==> src/rtl/apb_cmd_master_if.sv <==
// Bundle of the command/response handshake and the APB request/completion
// signals for apb_cmd_master. The master modport is the block's own view.
// The slave modport is the view of whatever drives commands and models the
// APB target.
interface apb_cmd_master_if;
    logic        cmd_valid;
    logic        cmd_ready;
    logic [13:0] cmd_addr;
    logic        cmd_write;
    logic [31:0] cmd_wdata;

    logic        rsp_valid;
    logic        rsp_ready;
    logic [31:0] rsp_rdata;
    logic        rsp_err;

    logic [11:0] paddr;
    logic        pwrite;
    logic [3:0]  psel;
    logic        penable;
    logic [31:0] pwdata;
    logic [31:0] prdata;
    logic        pready;
    logic        pslverr;

    modport master (
        input  cmd_valid, cmd_addr, cmd_write, cmd_wdata,
        input  rsp_ready,
        input  prdata, pready, pslverr,
        output cmd_ready,
        output rsp_valid, rsp_rdata, rsp_err,
        output paddr, pwrite, psel, penable, pwdata
    );

    modport slave (
        output cmd_valid, cmd_addr, cmd_write, cmd_wdata,
        output rsp_ready,
        output prdata, pready, pslverr,
        input  cmd_ready,
        input  rsp_valid, rsp_rdata, rsp_err,
        input  paddr, pwrite, psel, penable, pwdata
    );
endinterface

==> src/rtl/apb_cmd_master.sv <==
// APB command master: takes one command at a time and runs it as a single APB
// transfer on one of four targets, chosen by cmd_addr[13:12].
// The result comes back on a valid/ready response channel.
// The transfer is aborted with an error if the target stalls for TIMEOUT
// consecutive ACCESS cycles. TIMEOUT = 0 turns the timeout off.
// Every output comes straight from a register.
module apb_cmd_master #(
    parameter int TIMEOUT = 16
) (
    input  logic             pclk,
    input  logic             preset,
    apb_cmd_master_if.master bus
);

    localparam int CW = (TIMEOUT > 1) ? $clog2(TIMEOUT + 1) : 1;
    localparam logic [CW-1:0] WAIT_LIMIT = CW'((TIMEOUT > 0) ? (TIMEOUT - 1) : 0);

    typedef enum logic [1:0] {
        IDLE,
        SETUP,
        ACCESS,
        RESP
    } state_t;

    state_t        state_q;
    logic          cmd_ready_q;
    logic [11:0]   paddr_q;
    logic          pwrite_q;
    logic [3:0]    psel_q;
    logic          penable_q;
    logic [31:0]   pwdata_q;
    logic          rsp_valid_q;
    logic [31:0]   rsp_rdata_q;
    logic          rsp_err_q;
    logic [CW-1:0] wait_q;
    logic [CW-1:0] wait_d;
    logic          timeout_hit;

    assign bus.cmd_ready = cmd_ready_q;
    assign bus.paddr     = paddr_q;
    assign bus.pwrite    = pwrite_q;
    assign bus.psel      = psel_q;
    assign bus.penable   = penable_q;
    assign bus.pwdata    = pwdata_q;
    assign bus.rsp_valid = rsp_valid_q;
    assign bus.rsp_rdata = rsp_rdata_q;
    assign bus.rsp_err   = rsp_err_q;

    // Stall counter: fires on the stalled cycle that brings the count up to
    // TIMEOUT, and otherwise counts one more stalled ACCESS cycle.
    always_comb begin
        wait_d      = wait_q;
        timeout_hit = 1'b0;
        if (state_q == ACCESS && !bus.pready && TIMEOUT != 0) begin
            if (wait_q == WAIT_LIMIT) begin
                timeout_hit = 1'b1;
            end else begin
                wait_d = wait_q + CW'(1);
            end
        end
    end

    // Transfer sequencer. It owns every registered output.
    // pready completion is checked before the timeout, so a target that
    // answers on the last allowed cycle still completes normally.
    always_ff @(posedge pclk or negedge preset) begin
        if (!preset) begin
            state_q     <= IDLE;
            cmd_ready_q <= 1'b1;
            paddr_q     <= '0;
            pwrite_q    <= 1'b0;
            psel_q      <= '0;
            penable_q   <= 1'b0;
            pwdata_q    <= '0;
            rsp_valid_q <= 1'b0;
            rsp_rdata_q <= '0;
            rsp_err_q   <= 1'b0;
            wait_q      <= '0;
        end else begin
            case (state_q)
                IDLE: begin
                    if (bus.cmd_valid && cmd_ready_q) begin
                        paddr_q     <= bus.cmd_addr[11:0];
                        pwrite_q    <= bus.cmd_write;
                        pwdata_q    <= bus.cmd_write ? bus.cmd_wdata : 32'h0;
                        psel_q      <= 4'b0001 << bus.cmd_addr[13:12];
                        penable_q   <= 1'b0;
                        wait_q      <= '0;
                        cmd_ready_q <= 1'b0;
                        state_q     <= SETUP;
                    end
                end
                SETUP: begin
                    penable_q <= 1'b1;
                    state_q   <= ACCESS;
                end
                ACCESS: begin
                    wait_q <= wait_d;
                    if (bus.pready) begin
                        rsp_rdata_q <= pwrite_q ? 32'h0 : bus.prdata;
                        rsp_err_q   <= bus.pslverr;
                        psel_q      <= '0;
                        penable_q   <= 1'b0;
                        rsp_valid_q <= 1'b1;
                        state_q     <= RESP;
                    end else if (timeout_hit) begin
                        rsp_rdata_q <= 32'h0;
                        rsp_err_q   <= 1'b1;
                        psel_q      <= '0;
                        penable_q   <= 1'b0;
                        rsp_valid_q <= 1'b1;
                        state_q     <= RESP;
                    end
                end
                RESP: begin
                    if (bus.rsp_ready) begin
                        rsp_valid_q <= 1'b0;
                        cmd_ready_q <= 1'b1;
                        state_q     <= IDLE;
                    end
                end
                default: begin
                    state_q <= IDLE;
                end
            endcase
        end
    end

endmodule

==> src/flat_wrapper.sv <==
// flat-port wrapper written by rule: the top's interface ports become plain ports
module apb_cmd_master_flat 
#(
    parameter int TIMEOUT = 16
)
  (pclk, preset, bus_cmd_valid, bus_cmd_addr, bus_cmd_write, bus_cmd_wdata, bus_rsp_ready, bus_prdata, bus_pready, bus_pslverr, bus_cmd_ready, bus_rsp_valid, bus_rsp_rdata, bus_rsp_err, bus_paddr, bus_pwrite, bus_psel, bus_penable, bus_pwdata);
  apb_cmd_master_if bus_i ();
  input  logic pclk;
  input  logic preset;
  input wire logic [$bits(bus_i.cmd_valid)-1:0] bus_cmd_valid;
  input wire logic [$bits(bus_i.cmd_addr)-1:0] bus_cmd_addr;
  input wire logic [$bits(bus_i.cmd_write)-1:0] bus_cmd_write;
  input wire logic [$bits(bus_i.cmd_wdata)-1:0] bus_cmd_wdata;
  input wire logic [$bits(bus_i.rsp_ready)-1:0] bus_rsp_ready;
  input wire logic [$bits(bus_i.prdata)-1:0] bus_prdata;
  input wire logic [$bits(bus_i.pready)-1:0] bus_pready;
  input wire logic [$bits(bus_i.pslverr)-1:0] bus_pslverr;
  output wire logic [$bits(bus_i.cmd_ready)-1:0] bus_cmd_ready;
  output wire logic [$bits(bus_i.rsp_valid)-1:0] bus_rsp_valid;
  output wire logic [$bits(bus_i.rsp_rdata)-1:0] bus_rsp_rdata;
  output wire logic [$bits(bus_i.rsp_err)-1:0] bus_rsp_err;
  output wire logic [$bits(bus_i.paddr)-1:0] bus_paddr;
  output wire logic [$bits(bus_i.pwrite)-1:0] bus_pwrite;
  output wire logic [$bits(bus_i.psel)-1:0] bus_psel;
  output wire logic [$bits(bus_i.penable)-1:0] bus_penable;
  output wire logic [$bits(bus_i.pwdata)-1:0] bus_pwdata;
  assign bus_i.cmd_valid = bus_cmd_valid;
  assign bus_i.cmd_addr = bus_cmd_addr;
  assign bus_i.cmd_write = bus_cmd_write;
  assign bus_i.cmd_wdata = bus_cmd_wdata;
  assign bus_i.rsp_ready = bus_rsp_ready;
  assign bus_i.prdata = bus_prdata;
  assign bus_i.pready = bus_pready;
  assign bus_i.pslverr = bus_pslverr;
  assign bus_cmd_ready = bus_i.cmd_ready;
  assign bus_rsp_valid = bus_i.rsp_valid;
  assign bus_rsp_rdata = bus_i.rsp_rdata;
  assign bus_rsp_err = bus_i.rsp_err;
  assign bus_paddr = bus_i.paddr;
  assign bus_pwrite = bus_i.pwrite;
  assign bus_psel = bus_i.psel;
  assign bus_penable = bus_i.penable;
  assign bus_pwdata = bus_i.pwdata;
  apb_cmd_master #(.TIMEOUT(TIMEOUT)) u_core (.pclk(pclk), .preset(preset), .bus(bus_i));
endmodule
==> config.mk <==
export PLATFORM = sky130hd
export DESIGN_NAME = apb_cmd_master_flat
export DESIGN_NICKNAME = d
export VERILOG_FILES = /design/src/rtl/apb_cmd_master_if.sv /design/src/rtl/apb_cmd_master.sv /design/src/flat_wrapper.sv
export SDC_FILE = /design/constraint.sdc
export NUM_CORES = 1
export LEC_CHECK = 0
export CORE_MARGIN = 10
export CORE_UTILIZATION = 42
export CTS_CLUSTER_SIZE = 28
export DETAILED_ROUTE_END_ITERATION = 16
export GPL_TIMING_DRIVEN = 0
export HOLD_SLACK_MARGIN = 0.05
export PLACE_DENSITY = 0.91
export SYNTH_ARGS = -nofsm -noshare
export SYNTH_HDL_FRONTEND = slang
export SYNTH_SLANG_ARGS = --single-unit
export TNS_END_PERCENT = 1
==> constraint.sdc <==
create_clock -name pclk -period 3.1 [get_ports pclk]
set_clock_uncertainty 0.2 [all_clocks]
set_input_delay 0.465 -clock pclk [delete_from_list [all_inputs] [get_ports pclk]]
set_output_delay 0.465 -clock pclk [all_outputs]
set_load 0.05 [all_outputs]
==> impl_metrics.csv <==
group,metric,value,unit
logic_synthesis,yosys_warnings,0,
global_route,grt_pass1_wl,18.51,mm
power,p_total,6.213,mW
sta,drv_slew,0,
logic_synthesis,netlist-cell-type-count,31,
cts,worstSkewPairLatency,340,ps
global_route,gr-total-overflow,0,
sta,tightest_slew,553.6,ps
floorplanning,die_h,114.9,µm
global_route,grt_use_total,17.17,%
sta,slew_headroom,63.02,%
final_layout,final_cells,675,
final_layout,multiInputGateArea,1363,µm²
sta,min_period,2476,ps
placement,port_buffers,168,
floorplanning,io_pins,170,
floorplanning,initial_core_util,43.20,%
final_layout,fill_cells,657,
floorplanning,core-area,8763,µm²
power,ir_drop,0.0006229,V
global_route,grt_max_degree,69,
cts,clockRootBuffer,"clkbuf_8",
worst_hold_path,hp-class,"reg -> reg",
routing,vias,3362,
routing,drcViolationCount,0,
placement,dp.cells,658,
final_layout,nets,654,
placement,detailed_place_hpwl,9.258,mm
job,maxCapViolations,0,
floorplanning,die_x,114.9,µm
sta,hold_violations,0,
cts,cts_tree,"done",
sta,fmax,403.8,MHz
logic_synthesis,ys_seq_area_share,60.84,%
run_status,status,"complete, no violations",
floorplanning,die_area,13210,µm²
sta,timing.final.crit_share,79.88,%
cts,cts_hold_buf,1,
logic_synthesis,syn-num-nets,473,
routing,avgRoutedWirePerCell,17.44,µm
routing,drtIter0Drc,163,
final_layout,final-seq-area,2303,µm²
final_layout,syn_to_final_growth,54.69,%
routing,ant_nets,0,
placement,gp_congestion,0.8570,
power,p_leak,2.697,nW
sta,setup_viol,0,
final_layout,final_layout_size_suffix_gt1_share,7.760,%
cts,ctsResizeCount,0,
setup_path,critPathMaxFanout,10,
cts,htreeDepth,3,
cts,post_cts_buffers,0,
routing,wirelength,11.78,mm
setup_path,critPathLaunchType,"register",
sta,rsz0062_at_grt,"no",
cts,numCtsBuffers,9,
final_layout,antenna_cells,0,
logic_synthesis,postSynthAreaPerCell,9.937,µm²
cts,ctsLongestPathBuffers,2,
routing,first_pass_iters,4,
logic_synthesis,syn_area,3786,µm²
global_route,antenna_found_initial,0,
routing,viasPerCell,4.981,
logic_synthesis,netlist_instances,381,
power,powerDensity,1061,nW/µm²
setup_path,path_class,"reg -> reg",
setup_path,end_kind,"register",
floorplanning,rows,34,
global_route,grt_pass1_vias,3543,
logic_synthesis,synth-seq-cells,92,
cts,clkTransAtPathRegs,100,ps
cts,cts.sinks,92,
setup_path,crit_arrival,2490,ps
sta,holdWs,272.7,ps
setup_path,required,3120,ps
==> metrics by stage <==
| step | TNS (ps) | area [µm²] | setup WS, ps | utilization (%) |
|---|---|---|---|---|
| 5_1_grt | 0 | 5857 | 516.5 | 66.83 |
| 3_5_place_dp | 0 | 5628 | 650.9 | 64.22 |
| 2_1_floorplan | 0 | 3786 | 802.9 | - |
| 3_3_place_gp | -167810 | 5603 | -1842 | 63.93 |
| 4_1_cts | 0 | 5857 | 605.2 | 66.83 |
| 6_report | 0 | 5857 | 623.6 | 66.83 |
==> Yosys cell counts, drive strengths merged <==
library cell	instances	area [µm²]
a21oi	2	10.01
nand2	130	488.0
nor2	5	18.77
a221o	1	10.01
mux2i	2	20.02
inv	7	26.28
a211oi	1	7.510
nand3	34	170.2
ha	7	87.58
a21boi	1	7.510
and3	3	18.77
or3	1	11.26
o21a	1	7.510
nor2b	1	6.260
dfstp	1	26.28
o21ai	36	180.2
o22ai	1	6.260
nor3b	3	27.52
and3b	1	8.760
nor3	5	30.03
mux2	19	214.0
o22a	2	17.52
clkbuf	19	71.32
nand2b	1	6.260
dfrtp	91	2277
buf	5	22.52
o2bb2ai	1	8.760
==> report_power, final <==
part	internal, mW	total (mW)	leakage [nW]	switching [mW]
clock network	0.429	0.863	0.112	0.434
logic	1.16	3.44	1.38	2.29
registers	1.65	1.91	1.21	0.258
==> per-layer routing <==
| metal | part of all wire, % | wire [µm] | global-route usage (%) |
|---|---|---|---|
| met5 | 0 | 0 | 0 |
| met4 | 1.0 | 123 | 4.620 |
| met1 | 39 | 4606 | 19.34 |
| met2 | 52 | 6104 | 30.33 |
| met3 | 8.0 | 941 | 5.729 |
==> layout make-up <==
class	instances	area share (%)
buffer	24	1.602
clock buffer	11	2.585
clock inverter	5	1.154
inverter	7	0.4486
multi-input combinational	258	23.26
sequential	92	39.33
tap	108	2.307
timing repair buffer	170	29.31
==> cells in the final DEF (no fill, tap or decap), types with 2 or more instances in the layout <==
cell type,synthesis,final
clkbuf_8,0,11
ha_1,7,7
nand3_1,34,34
nor3b_1,2,2
nand2_1,130,130
o21ai_0,35,35
clkbuf_1,19,19
and3_1,3,3
nor3_1,4,4
dfrtp_1,91,91
inv_1,7,7
buf_2,3,3
a21oi_1,2,2
mux2i_1,2,2
nor2_1,5,5
o22a_1,2,2
clkdlybuf4s50_1,0,167
mux2_2,19,19
clkinv_4,0,2
buf_1,2,2
==> cells by family (layout without fill, tap and decap cells) <==
family	Yosys count	after routing	share of synthesized area (%)
DFF	92	92	60.84
buffers and inverters	31	217	3.173
AOI/OAI and AO/OA	46	46	6.742
muxes	21	21	6.180
and+or+nand+nor	184	184	20.75
adders and majority gates	7	7	2.313
==> worst max-delay path, cell delays in order (launching register included) <==
cell and delay (ps):
dfrtp_1 420, ha_1 240, and3_1 190, ha_1 230
o21a_1 170, buf_2 190, or3_4 360, a221o_1 360
==> final timing paths <==
| kind | startpoint | endpoint | slack (ps) | cells after the start |
|---|---|---|---|---|
| min reg2reg | u_core.bus.rsp_rdata[12] | u_core.bus.rsp_rdata[12] | 270 | 2 |
| max in group asynchronous | preset | u_core.bus.pwdata[14] | 1670 | 3 |
| max | u_core.wait_q[0] | u_core.wait_q[3] | 620 | 7 |
| min in group asynchronous | preset | u_core.bus.paddr[5] | 380 | 2 |
| max reg2reg | u_core.wait_q[0] | u_core.wait_q[3] | 620 | 7 |
| min | u_core.bus.rsp_rdata[12] | u_core.bus.rsp_rdata[12] | 270 | 2 |
==> flip-flops by register name (all words and copies together) (netlist names) <==
signal,cells
u_core.bus.cmd_ready,1
u_core.bus.paddr,12
u_core.bus.penable,1
u_core.bus.psel,4
u_core.bus.pwdata,32
u_core.bus.pwrite,1
u_core.bus.rsp_err,1
u_core.bus.rsp_rdata,32
u_core.bus.rsp_valid,1
u_core.state_q,2
u_core.wait_q,5
Note: power is estimated with default switching activity, not from simulation.
